[config.mk]
export PLATFORM = sky130hd
export DESIGN_NAME = switch_ingress_flat
export DESIGN_NICKNAME = d
export VERILOG_FILES = /design/src/rtl/switch_pkg.sv /design/src/rtl/switch_ingress_if.sv /design/src/rtl/switch_ingress_fifo.sv /design/src/rtl/switch_ingress.sv /design/src/flat_wrapper.sv
export SDC_FILE = /design/constraint.sdc
export NUM_CORES = 1
export LEC_CHECK = 0
export BUFFER_PORTS_ARGS = -buffer_cell sky130_fd_sc_hd__buf_4
export CAP_MARGIN = 30
export CORE_MARGIN = 4
export CORE_UTILIZATION = 50
export DETAILED_ROUTE_END_ITERATION = 6
export PLACE_DENSITY = 0.67
export SLEW_MARGIN = 30
export SYNTH_ARGS = -nofsm -noshare
export SYNTH_HDL_FRONTEND = slang
export SYNTH_SLANG_ARGS = --single-unit
[constraint.sdc]
create_clock -name clk -period 3.45 [get_ports clk]
set_input_delay 0.345 -clock clk [delete_from_list [all_inputs] [get_ports clk]]
set_output_delay 0.345 -clock clk [all_outputs]
set_load 0.01 [all_outputs]
[src/rtl/switch_pkg.sv]
// Shared defaults, output FSM state encoding and FIFO word layout
// for the switch ingress block.
package switch_pkg;

   localparam int DATA_W = 8;
   localparam int DEPTH  = 16;
   localparam int PORT_W = 2;

   typedef enum logic [1:0] {
      S_IDLE = 2'd0,
      S_REQ  = 2'd1,
      S_XFER = 2'd2
   } state_e;

   typedef struct packed {
      logic              sop;
      logic              eop;
      logic [DATA_W-1:0] data;
   } fifo_word_t;

endpackage

[src/rtl/switch_ingress_if.sv]
// Ingress/egress stream, switch request and error count bundle.
// slave: block side; master: upstream + switch core side.
interface switch_ingress_if #(
   parameter int DATA_W = switch_pkg::DATA_W,
   parameter int PORT_W = switch_pkg::PORT_W
);

   logic              in_valid;
   logic              in_sop;
   logic              in_eop;
   logic [DATA_W-1:0] in_data;
   logic              in_ready;
   logic              req;
   logic [PORT_W-1:0] dest;
   logic              grant;
   logic              out_valid;
   logic              out_sop;
   logic              out_eop;
   logic [DATA_W-1:0] out_data;
   logic              out_ready;
   logic [7:0]        err_cnt;

   modport slave (
      input  in_valid, in_sop, in_eop, in_data,
      input  grant, out_ready,
      output in_ready, req, dest,
      output out_valid, out_sop, out_eop, out_data,
      output err_cnt
   );

   modport master (
      output in_valid, in_sop, in_eop, in_data,
      output grant, out_ready,
      input  in_ready, req, dest,
      input  out_valid, out_sop, out_eop, out_data,
      input  err_cnt
   );

endinterface

[src/rtl/switch_ingress_fifo.sv]
// Packet FIFO storing {sop, eop, data}; write, pop, rewind to the
// start of the packet being written, full/empty flags.
module switch_ingress_fifo #(
   parameter int DATA_W = 8,
   parameter int DEPTH  = 16
) (
   input  logic              clk,
   input  logic              reset,
   input  logic              wr_en,
   input  logic              wr_sop,
   input  logic              wr_eop,
   input  logic [DATA_W-1:0] wr_data,
   input  logic              pop,
   input  logic              rewind,
   output logic              full,
   output logic              empty,
   output logic              rd_sop,
   output logic              rd_eop,
   output logic [DATA_W-1:0] rd_data
);

   localparam int AW = $clog2(DEPTH);
   localparam logic [AW:0] ONE = 1;

   logic [AW:0] wr_ptr_q, wr_ptr_d;
   logic [AW:0] rd_ptr_q, rd_ptr_d;
   logic [AW:0] start_q, start_d;
   logic [AW:0] base;

   logic [DATA_W+1:0] mem [DEPTH];

   // A rewind and a write in the same cycle land the new word at
   // the old packet start (sop restarting a packet).
   always_comb begin
      base     = rewind ? start_q : wr_ptr_q;
      wr_ptr_d = base;
      start_d  = start_q;
      rd_ptr_d = rd_ptr_q;
      if (wr_en) begin
         wr_ptr_d = base + ONE;
         if (wr_sop) start_d = base;
      end
      if (pop) rd_ptr_d = rd_ptr_q + ONE;
   end

   always_ff @(posedge clk) begin
      if (!reset) begin
         wr_ptr_q <= '0;
         rd_ptr_q <= '0;
         start_q  <= '0;
      end else begin
         wr_ptr_q <= wr_ptr_d;
         rd_ptr_q <= rd_ptr_d;
         start_q  <= start_d;
      end
   end

   always_ff @(posedge clk) begin
      if (wr_en) mem[base[AW-1:0]] <= {wr_sop, wr_eop, wr_data};
   end

   assign {rd_sop, rd_eop, rd_data} = mem[rd_ptr_q[AW-1:0]];

   assign full  = (wr_ptr_q[AW] != rd_ptr_q[AW]) &&
                  (wr_ptr_q[AW-1:0] == rd_ptr_q[AW-1:0]);
   assign empty = (wr_ptr_q == rd_ptr_q);

endmodule

[src/rtl/switch_ingress.sv]
// Switch ingress: frames incoming packets into a FIFO, drops bad or
// oversize packets, requests the core and streams complete packets.
module switch_ingress #(
   parameter int DATA_W = switch_pkg::DATA_W,
   parameter int DEPTH  = switch_pkg::DEPTH,
   parameter int PORT_W = switch_pkg::PORT_W
) (
   input  logic            clk,
   input  logic            reset,
   switch_ingress_if.slave bus,
   input  logic            scan_in0,
   input  logic            scan_en,
   input  logic            test_mode,
   output logic            scan_out0
);

   import switch_pkg::*;

   localparam int CW = $clog2(DEPTH) + 1;
   localparam logic [CW-1:0] CNT_ONE = 1;

   state_e          state_q, state_d;
   logic            in_pkt_q, in_pkt_d;
   logic            drop_q, drop_d;
   logic            rdy_en_q, rdy_en_d;
   logic [CW-1:0]   pkt_cnt_q, pkt_cnt_d;
   logic [7:0]      err_q, err_d;

   logic            wr_en, rewind, pop, acc;
   logic            pkt_inc, pkt_dec, err_inc;
   logic            full, empty, rd_sop, rd_eop;
   logic [DATA_W-1:0] rd_data;
   logic            unused_dft;

   switch_ingress_fifo #(
      .DATA_W (DATA_W),
      .DEPTH  (DEPTH)
   ) u_fifo (
      .clk     (clk),
      .reset   (reset),
      .wr_en   (wr_en),
      .wr_sop  (bus.in_sop),
      .wr_eop  (bus.in_eop),
      .wr_data (bus.in_data),
      .pop     (pop),
      .rewind  (rewind),
      .full    (full),
      .empty   (empty),
      .rd_sop  (rd_sop),
      .rd_eop  (rd_eop),
      .rd_data (rd_data)
   );

   // rdy_en_q holds in_ready low for the first cycle after reset.
   assign bus.in_ready = rdy_en_q && (drop_q || !full);
   assign acc          = bus.in_valid && bus.in_ready;
   assign pop          = (state_q == S_XFER) && bus.out_ready;
   assign pkt_dec      = pop && rd_eop;
   assign rdy_en_d     = 1'b1;

   always_comb begin
      wr_en    = 1'b0;
      rewind   = 1'b0;
      err_inc  = 1'b0;
      pkt_inc  = 1'b0;
      in_pkt_d = in_pkt_q;
      drop_d   = drop_q;
      if (drop_q) begin
         if (acc && bus.in_eop) begin
            drop_d  = 1'b0;
            err_inc = 1'b1;
         end
      end else if (full && in_pkt_q) begin
         // Packet cannot fit: discard what was stored of it.
         rewind   = 1'b1;
         drop_d   = 1'b1;
         in_pkt_d = 1'b0;
      end else if (acc) begin
         if (bus.in_sop) begin
            wr_en    = 1'b1;
            rewind   = in_pkt_q;
            err_inc  = in_pkt_q;
            in_pkt_d = !bus.in_eop;
            pkt_inc  = bus.in_eop;
         end else if (in_pkt_q) begin
            wr_en    = 1'b1;
            in_pkt_d = !bus.in_eop;
            pkt_inc  = bus.in_eop;
         end else begin
            err_inc = 1'b1;
         end
      end
   end

   always_comb begin
      pkt_cnt_d = pkt_cnt_q;
      unique case ({pkt_inc, pkt_dec})
         2'b10:   pkt_cnt_d = pkt_cnt_q + CNT_ONE;
         2'b01:   pkt_cnt_d = pkt_cnt_q - CNT_ONE;
         default: pkt_cnt_d = pkt_cnt_q;
      endcase
      err_d = err_q;
      if (err_inc && err_q != 8'hFF) err_d = err_q + 8'd1;
   end

   always_comb begin
      state_d = state_q;
      unique case (state_q)
         S_IDLE: if (pkt_cnt_q != '0 && !empty) state_d = S_REQ;
         S_REQ:  if (bus.grant) state_d = S_XFER;
         S_XFER: if (pkt_dec) state_d = S_IDLE;
         default: state_d = S_IDLE;
      endcase
   end

   always_ff @(posedge clk) begin
      if (!reset) begin
         state_q   <= S_IDLE;
         in_pkt_q  <= 1'b0;
         drop_q    <= 1'b0;
         rdy_en_q  <= 1'b0;
         pkt_cnt_q <= '0;
         err_q     <= '0;
      end else begin
         state_q   <= state_d;
         in_pkt_q  <= in_pkt_d;
         drop_q    <= drop_d;
         rdy_en_q  <= rdy_en_d;
         pkt_cnt_q <= pkt_cnt_d;
         err_q     <= err_d;
      end
   end

   assign bus.req       = (state_q == S_REQ);
   assign bus.dest      = rd_data[PORT_W-1:0];
   assign bus.out_valid = (state_q == S_XFER);
   assign bus.out_sop   = rd_sop;
   assign bus.out_eop   = rd_eop;
   assign bus.out_data  = rd_data;
   assign bus.err_cnt   = err_q;

   assign unused_dft = ^{scan_in0, scan_en, test_mode};
   assign scan_out0  = 1'b0;

endmodule

[src/flat_wrapper.sv]
// flat-port wrapper written by rule: the top's interface ports become plain ports
module switch_ingress_flat import switch_pkg::*;
#(
   parameter int DATA_W = switch_pkg::DATA_W,
   parameter int DEPTH  = switch_pkg::DEPTH,
   parameter int PORT_W = switch_pkg::PORT_W
)
  (clk, reset, scan_in0, scan_en, test_mode, scan_out0, bus_in_valid, bus_in_sop, bus_in_eop, bus_in_data, bus_grant, bus_out_ready, bus_in_ready, bus_req, bus_dest, bus_out_valid, bus_out_sop, bus_out_eop, bus_out_data, bus_err_cnt);
  switch_ingress_if #(.DATA_W(DATA_W), .PORT_W(PORT_W)) bus_i ();
  input  logic clk;
  input  logic reset;
  input  logic scan_in0;
  input  logic scan_en;
  input  logic test_mode;
  output logic scan_out0;
  input wire logic [$bits(bus_i.in_valid)-1:0] bus_in_valid;
  input wire logic [$bits(bus_i.in_sop)-1:0] bus_in_sop;
  input wire logic [$bits(bus_i.in_eop)-1:0] bus_in_eop;
  input wire logic [$bits(bus_i.in_data)-1:0] bus_in_data;
  input wire logic [$bits(bus_i.grant)-1:0] bus_grant;
  input wire logic [$bits(bus_i.out_ready)-1:0] bus_out_ready;
  output wire logic [$bits(bus_i.in_ready)-1:0] bus_in_ready;
  output wire logic [$bits(bus_i.req)-1:0] bus_req;
  output wire logic [$bits(bus_i.dest)-1:0] bus_dest;
  output wire logic [$bits(bus_i.out_valid)-1:0] bus_out_valid;
  output wire logic [$bits(bus_i.out_sop)-1:0] bus_out_sop;
  output wire logic [$bits(bus_i.out_eop)-1:0] bus_out_eop;
  output wire logic [$bits(bus_i.out_data)-1:0] bus_out_data;
  output wire logic [$bits(bus_i.err_cnt)-1:0] bus_err_cnt;
  assign bus_i.in_valid = bus_in_valid;
  assign bus_i.in_sop = bus_in_sop;
  assign bus_i.in_eop = bus_in_eop;
  assign bus_i.in_data = bus_in_data;
  assign bus_i.grant = bus_grant;
  assign bus_i.out_ready = bus_out_ready;
  assign bus_in_ready = bus_i.in_ready;
  assign bus_req = bus_i.req;
  assign bus_dest = bus_i.dest;
  assign bus_out_valid = bus_i.out_valid;
  assign bus_out_sop = bus_i.out_sop;
  assign bus_out_eop = bus_i.out_eop;
  assign bus_out_data = bus_i.out_data;
  assign bus_err_cnt = bus_i.err_cnt;
  switch_ingress #(.DATA_W(DATA_W), .DEPTH(DEPTH), .PORT_W(PORT_W)) u_core (.clk(clk), .reset(reset), .bus(bus_i), .scan_in0(scan_in0), .scan_en(scan_en), .test_mode(test_mode), .scan_out0(scan_out0));
endmodule
Yosys cells after proc, flatten, opt, wreduce, memory -nomap -nowiden
Memory sizes are Yosys's and may differ from the RTL's. A register that Yosys moved wholly into a read port is not among the register bits.
Index checks and enable logic that the tools add are counted.
{"block": "op_classes", "n_reduce_logical": 20, "eq_ne": 11, "addsub": 5, "bitwise_logic": 1, "n_mux": 39}
{"operator": "$mux 1", "count": 30}
{"operator": "$add 5x1->5 const B", "count": 3}
{"operator": "$mux 5", "count": 2}
{"operator": "$pmux 5 s2", "count": 1}
{"operator": "$logic_and 1x1->1", "count": 9}
{"operator": "$add 8x1->8 const B", "count": 1}
{"operator": "$mux 4", "count": 2}
{"operator": "$ne 8x8->1 const B", "count": 1}
{"operator": "$mux 2", "count": 3}
{"operator": "$pmux 2 s3", "count": 1}
{"operator": "$eq 5x5->1", "count": 1}
{"operator": "$reduce_bool 5->1", "count": 1}
{"operator": "$sub 5x1->5 const B", "count": 1}
{"operator": "$eq 2x1->1 const B", "count": 2}
{"operator": "$eq 2x2->1 const B", "count": 2}
{"operator": "$eq 4x4->1", "count": 1}
{"operator": "$ne 2x1->1 const B", "count": 2}
{"operator": "$reduce_and 2->1", "count": 2}
{"operator": "$reduce_bool 2->1", "count": 2}
{"operator": "$logic_not 1->1", "count": 3}
{"operator": "$reduce_and 3->1", "count": 1}
{"operator": "$logic_not 2->1", "count": 1}
{"operator": "$ne 2x2->1 const B", "count": 1}
{"operator": "$logic_or 1x1->1", "count": 1}
{"operator": "other kinds (2)", "count": 2}
{"block": "word_totals", "mem_bits_rw": 160, "out_inout_bits": 24, "ff_bits": 33, "input_bits": 18, "memories": 1}
{"name": "u_core.u_fifo.mem", "depth": 16, "width": 10, "read_ports": 1, "rd_clocked_by_memory_dff": 1, "write_ports": 1, "line_no": "switch_ingress_fifo.sv:30", "rtl": "logic [DATA_W+1:0] mem [DEPTH];"}

Longest topological paths before layout
{"block": "logic_depth", "depth_word": 12, "ltp_mapped": 14}

Modules after synthesis
Synthesis repeated with hierarchy kept, for this count alone.
{"block": "unflattened", "cells_unflattened": 500, "area_unflattened_um2": 8175.3}
{"mod": "switch_ingress_fifo", "area_per_inst_um2": 7008.0, "n_inst": 1, "seq_area_each_um2": 5185.0, "cells_per_inst": 363}
{"mod": "switch_ingress", "area_per_inst_um2": 1167.4, "n_inst": 1, "seq_area_each_um2": 360.3, "cells_per_inst": 137}

Worst setup path before layout
OpenSTA, ideal clock, no wires.
{"block": "synth_path", "path_type": "register to register", "startpoint": "reg with a tool-made name", "endpoint": "reg u_core.pkt_cnt_q[4]", "n_path_buf": 1, "slack_ns": 0.182, "arrival_ns": 3.140, "path_stages_with_launch": 13, "period_less_slack_ns": 3.268, "path_cell_list": "dfxtp_1 -> buf_2 -> mux4_2 -> mux4_2 -> and2_1 -> ha_1 -> ha_1 -> nor2b_1 -> o21ai_0 -> a21oi_1 -> nor3_1 -> xnor2_1 -> nor2_1"}
{"item": "end signal, assigned", "line_no": "switch_ingress.sv:129", "rtl": "pkt_cnt_q <= pkt_cnt_d;"}
{"item": "end, declared", "line_no": "switch_ingress.sv:26", "rtl": "logic [CW-1:0] pkt_cnt_q, pkt_cnt_d;"}

==> results.txt <==
The run finished with clean final reports. The detailed router finished its first iteration with 254 violations. Row generation in the floorplan step produced 46 rows. Max-cap violations in this run came to 0. The core area is between 15000 and 20000 sq um. Each instance of the synthesized netlist takes up on average approximately 17 sq um. The leakage power came out at 3.11 nW. Of the post-synthesis cell area, the part taken by muxes is around 15%.

The worst hold path belongs to the class in2reg. The per-cell routed wire length is 20.5 um. The placed wire-length estimate is between 10000 and 15000 um. The multi-input logic area is roughly 2500 sq um. The final period demand of the worst path is 3.22 ns. The initial antenna violation count came to 0. The number of buffers between clock root and the deepest sink came out at 2. The routed via count came out at 4338. The depth of the CTS H-tree came out at 4. Sorting the synthesized cells by how often they occur yields sky130_fd_sc_hd__edfxtp_1, sky130_fd_sc_hd__mux4_2, sky130_fd_sc_hd__dfxtp_1. The async set or reset register ratio after synthesis came out at 0%. Buffers placed on the I/O ports in this run total 37. Counting every net in the synthesized netlist gives just over 500. Yosys attributes the largest share of cell area to sky130_fd_sc_hd__edfxtp_1, sky130_fd_sc_hd__mux4_2, sky130_fd_sc_hd__dfxtp_1. Setup repair after global routing left no endpoint under its margin. Hold is met by ~0.13 ns. The analysis attributes to net switching a power of ~0.00092 W. The library cell with the highest instance count after synthesis is sky130_fd_sc_hd__edfxtp_1. Summing the areas of all and, or, nand and nor instances in the mapped netlist gives 7.03% of the synthesized area. After synthesis, the largest family of logic cells by area is multiplexers. For this design, the slowest cell found on the critical path is sky130_fd_sc_hd__mux4_2. The largest total area in the synthesized netlist belongs to sky130_fd_sc_hd__edfxtp_1. The biggest cell delay along the critical path is about 0.55 ns. The internal power is 0.00382 W. The I/O pin count came out at 42. In this run the clock root is driven by a sky130_fd_sc_hd__clkbuf_16. The critical path goes through mux4_2 > mux4_2 > and2_1 > ha_1 > ha_1 > nor2b_1 > o21ai_0 > a21oi_1 > nor3_1 > xnor2_1 > nor2_1. The maximum ir drop on the vdd rail came out at between 300 and 400 uV. The die is 136 um tall. The via count of the first global-routing pass is between 4000 and 5000. Dividing the detail-routed via count by the number of cells gives between 5 and 6. The die outline width came out at roughly 140 um. The compound-gate portion of the synthesized area is 3.90%.

The global placement routability congestion is between 0.7 and 0.8. Across the whole layout, storage elements account for 5550 sq um. The sum of negative setup slack came out at 0 ns.

The xor and xnor fraction of the mapped netlist area is under 10%. The global-route usage over all layers is between 10% and 20%. After layout, the worst path uses between 90% and 100% of the clock period. The fraction of synthesized cell area taken by the top area cell type is about three fifths. The worst setup path is captured at a register.

The proportion of power drawn by combinational gates is between 2 and 3%. In this run switching power makes up 19.4% of total power. Entering global routing, the biggest net connects 37 pins. The largest fanout on the critical path came out at 6. The origin of the worst min-delay path is bus_grant. The setup clock skew after layout is about 0.0094 ns. The growth of design area from synthesis to finish came out at 15.7%.

The number of enable-type register cells in the synthesized netlist came out at 160. The global-route wire length before repair came out at around 25000 um. The fraction of final layout cells sized beyond drive strength 1 is between 20% and 30%. The worst slew margin relative to its limit came out at just over 50%. The die area is 18500 sq um. The pin slew with the least headroom to its limit came out at about 0.74 ns. For this run the aggregate overflow at the end of global routing stands at 0. The final count of pins violating max slew came out at 0.

The number of register bits inferred by synthesis came out at approximately 200. The sequential share of power is a little over half. The worst path required time is roughly 3.8 ns.

The mapped cell area came out at 8170 sq um. The endpoint arrival time on the critical path came out at about 3.5 ns. The startpoint-to-endpoint class of the critical path is reg2reg.

In this run the cell area measured after placement is between 8000 and 9000 sq um. The clock share of power came out at between 40% and 50%. The antenna cell count came out at 0. The cell count after synthesis came out at 480. For this run, the detailed router's first-pass iteration total came to 4. The clock reaches the later pin of the worst-skew pair after around 0.43 ns. The number of distinct library cell variants in the gate-level netlist after synthesis is 55.

The Yosys warning count came out at 0. The number of buffers added by the clock tree synthesis step is 17. After detailed routing, the number of remaining DRC violations is 0. The upper clock frequency limit is 311 MHz.

The final number of hold-violating endpoints is 0. The share of the yosys chip area belonging to registers is between 60% and 70%. The most used flip-flop cell after synthesis is sky130_fd_sc_hd__edfxtp_1.

The worst setup path is launched from a register. The total setup violations reported at the end of the flow is 0. The initial cell density of the core came out at about half.

The arithmetic-cell share of the synthesized area counting full adders, half adders and majority gates is 2.08%. The net count of the finished layout came out at ~570. Counting the fill cells in the layout gives between 1000 and 1500.

The final design instance area without fill is approximately 9500 sq um. Clock-pin slew was measured on the worst setup and hold paths at approximately 0.070 ns. The detail route stage leaves a number of antenna-violating nets equal to 0. The total routed wirelength is between 15000 and 20000 um. TritonCTS built the clock tree. Clock tree synthesis found a total of a little under 200 sinks.

In this run the power density over the cells is about 500 nW/um^2. The post-cts hold buffer count is 0.
==> cell type report <==
class	count	share of cell area, %
clock buffers	24	5.81
repair buffers	66	5.24
well taps	216	2.86
inverters	12	0.476
flip-flops and latches	197	58.7
multi-input cells	248	26.1
clock inverters	8	0.834
==> power groups by stage <==
stage          sequential (W)  combinational, W  clock [W]
2_1_floorplan         0.00264         0.0000656          0
3_3_place_gp          0.00264          0.000127          0
3_5_place_dp          0.00264          0.000133          0
4_1_cts               0.00259          0.000133    0.00206
5_1_grt               0.00258          0.000145    0.00218
6_report              0.00259          0.000131    0.00203
==> registers in the layout (all words and copies together), names as in the netlist, named ones only <==
register	flops
u_core.drop_q	1
u_core.state_q	2
u_core.u_fifo.wr_ptr_q	5
u_core.in_pkt_q	1
u_core.pkt_cnt_q	5
u_core.u_fifo.start_q	5
u_core.bus.err_cnt	8
u_core.rdy_en_q	1
u_core.u_fifo.rd_ptr_q	5
u_core.u_fifo.mem	160
==> worst max-delay path, delay by kind of cell (launching register included) <==
family / cells / cell delay (ns)
multiplexers: 2 / 1.09
AND/OR/NAND/NOR: 4 / 0.60
adder cells (fa/ha/maj): 2 / 0.57
flip-flops: 1 / 0.40
AO/OA/AOI/OAI: 2 / 0.30
XOR/XNOR: 1 / 0.14
==> layout by cell type (no fill, tap or decap), types with 2 or more instances in the layout <==
master | synthesis | routed
sky130_fd_sc_hd__dfxtp_1 | 37 | 35
sky130_fd_sc_hd__nand2_1 | 22 | 22
sky130_fd_sc_hd__nor4_1 | 2 | 2
sky130_fd_sc_hd__inv_6 | 0 | 2
sky130_fd_sc_hd__nor2_1 | 29 | 29
sky130_fd_sc_hd__ha_1 | 12 | 12
sky130_fd_sc_hd__or3_1 | 5 | 5
sky130_fd_sc_hd__edfxtp_1 | 160 | 160
sky130_fd_sc_hd__a311oi_1 | 3 | 3
sky130_fd_sc_hd__mux2i_1 | 10 | 10
sky130_fd_sc_hd__mux4_2 | 50 | 50
sky130_fd_sc_hd__nand2b_1 | 3 | 3
sky130_fd_sc_hd__o2111ai_1 | 2 | 2
sky130_fd_sc_hd__inv_1 | 11 | 11
sky130_fd_sc_hd__clkinv_2 | 0 | 3
sky130_fd_sc_hd__clkbuf_2 | 0 | 2
sky130_fd_sc_hd__buf_4 | 3 | 66
sky130_fd_sc_hd__nand4_1 | 3 | 3
sky130_fd_sc_hd__xor2_1 | 7 | 7
sky130_fd_sc_hd__a21oi_1 | 20 | 20
sky130_fd_sc_hd__clkbuf_16 | 0 | 21
sky130_fd_sc_hd__o21ai_0 | 11 | 11
sky130_fd_sc_hd__xnor2_2 | 3 | 3
sky130_fd_sc_hd__xnor2_1 | 5 | 5
sky130_fd_sc_hd__nor3_1 | 4 | 4
sky130_fd_sc_hd__a21o_1 | 2 | 2
sky130_fd_sc_hd__and2_1 | 5 | 5
sky130_fd_sc_hd__o21a_1 | 3 | 3
sky130_fd_sc_hd__nor2b_1 | 13 | 13
sky130_fd_sc_hd__nand4b_1 | 2 | 2
sky130_fd_sc_hd__nand3_1 | 8 | 8
==> final timing paths <==
kind / slack, ns / depth (start not counted) / to
worst max-delay path: 0.23 / 11 / u_core.pkt_cnt_q[4]
worst min-delay path: 0.13 / 2 / u_core.state_q[0]
worst max register to register: 0.23 / 11 / u_core.pkt_cnt_q[4]
worst min register to register: 0.46 / 1 / u_core.state_q[0]
==> kinds of logic after synthesis <==
| group | Yosys count |
|---|---|
| AOI/OAI and AO/OA | 51 |
| xor gates and xnor gates | 15 |
| other | 1 |
| buffers and inverters | 35 |
| DFF | 197 |
| and+or+nand+nor | 107 |
| adders and majority gates | 13 |
| muxes | 61 |
==> routing by layer <==
metal  up-vias  GRT usage [%]  share of wire [%]
li1       2002              -                  -
met1      2229           25.3                 44
met2        92           30.7                 52
met3        15           3.40                3.6
met4         0           5.54                1.3
met5         -              0                  0
==> through the flow <==
step / total power [W] / instances / utilization (%) / setup slack, ns
after global placement: 0.00276 / 739 / 55.4 / 0.251
after floorplan: 0.00270 / 480 / - / 0.182
after global routing: 0.00491 / 771 / 59.3 / 0.0451
after CTS: 0.00478 / 771 / 59.3 / 0.161
final: 0.00474 / 771 / 59.3 / 0.231
after detailed placement: 0.00277 / 739 / 55.4 / 0.176
==> repair_timing <==
item                       in CTS  in global routing
buffers inserted                0                  0
setup endpoints to repair       0                  1
resized for setup               0                  1
No activity file was read; power rests on OpenSTA's default activity.
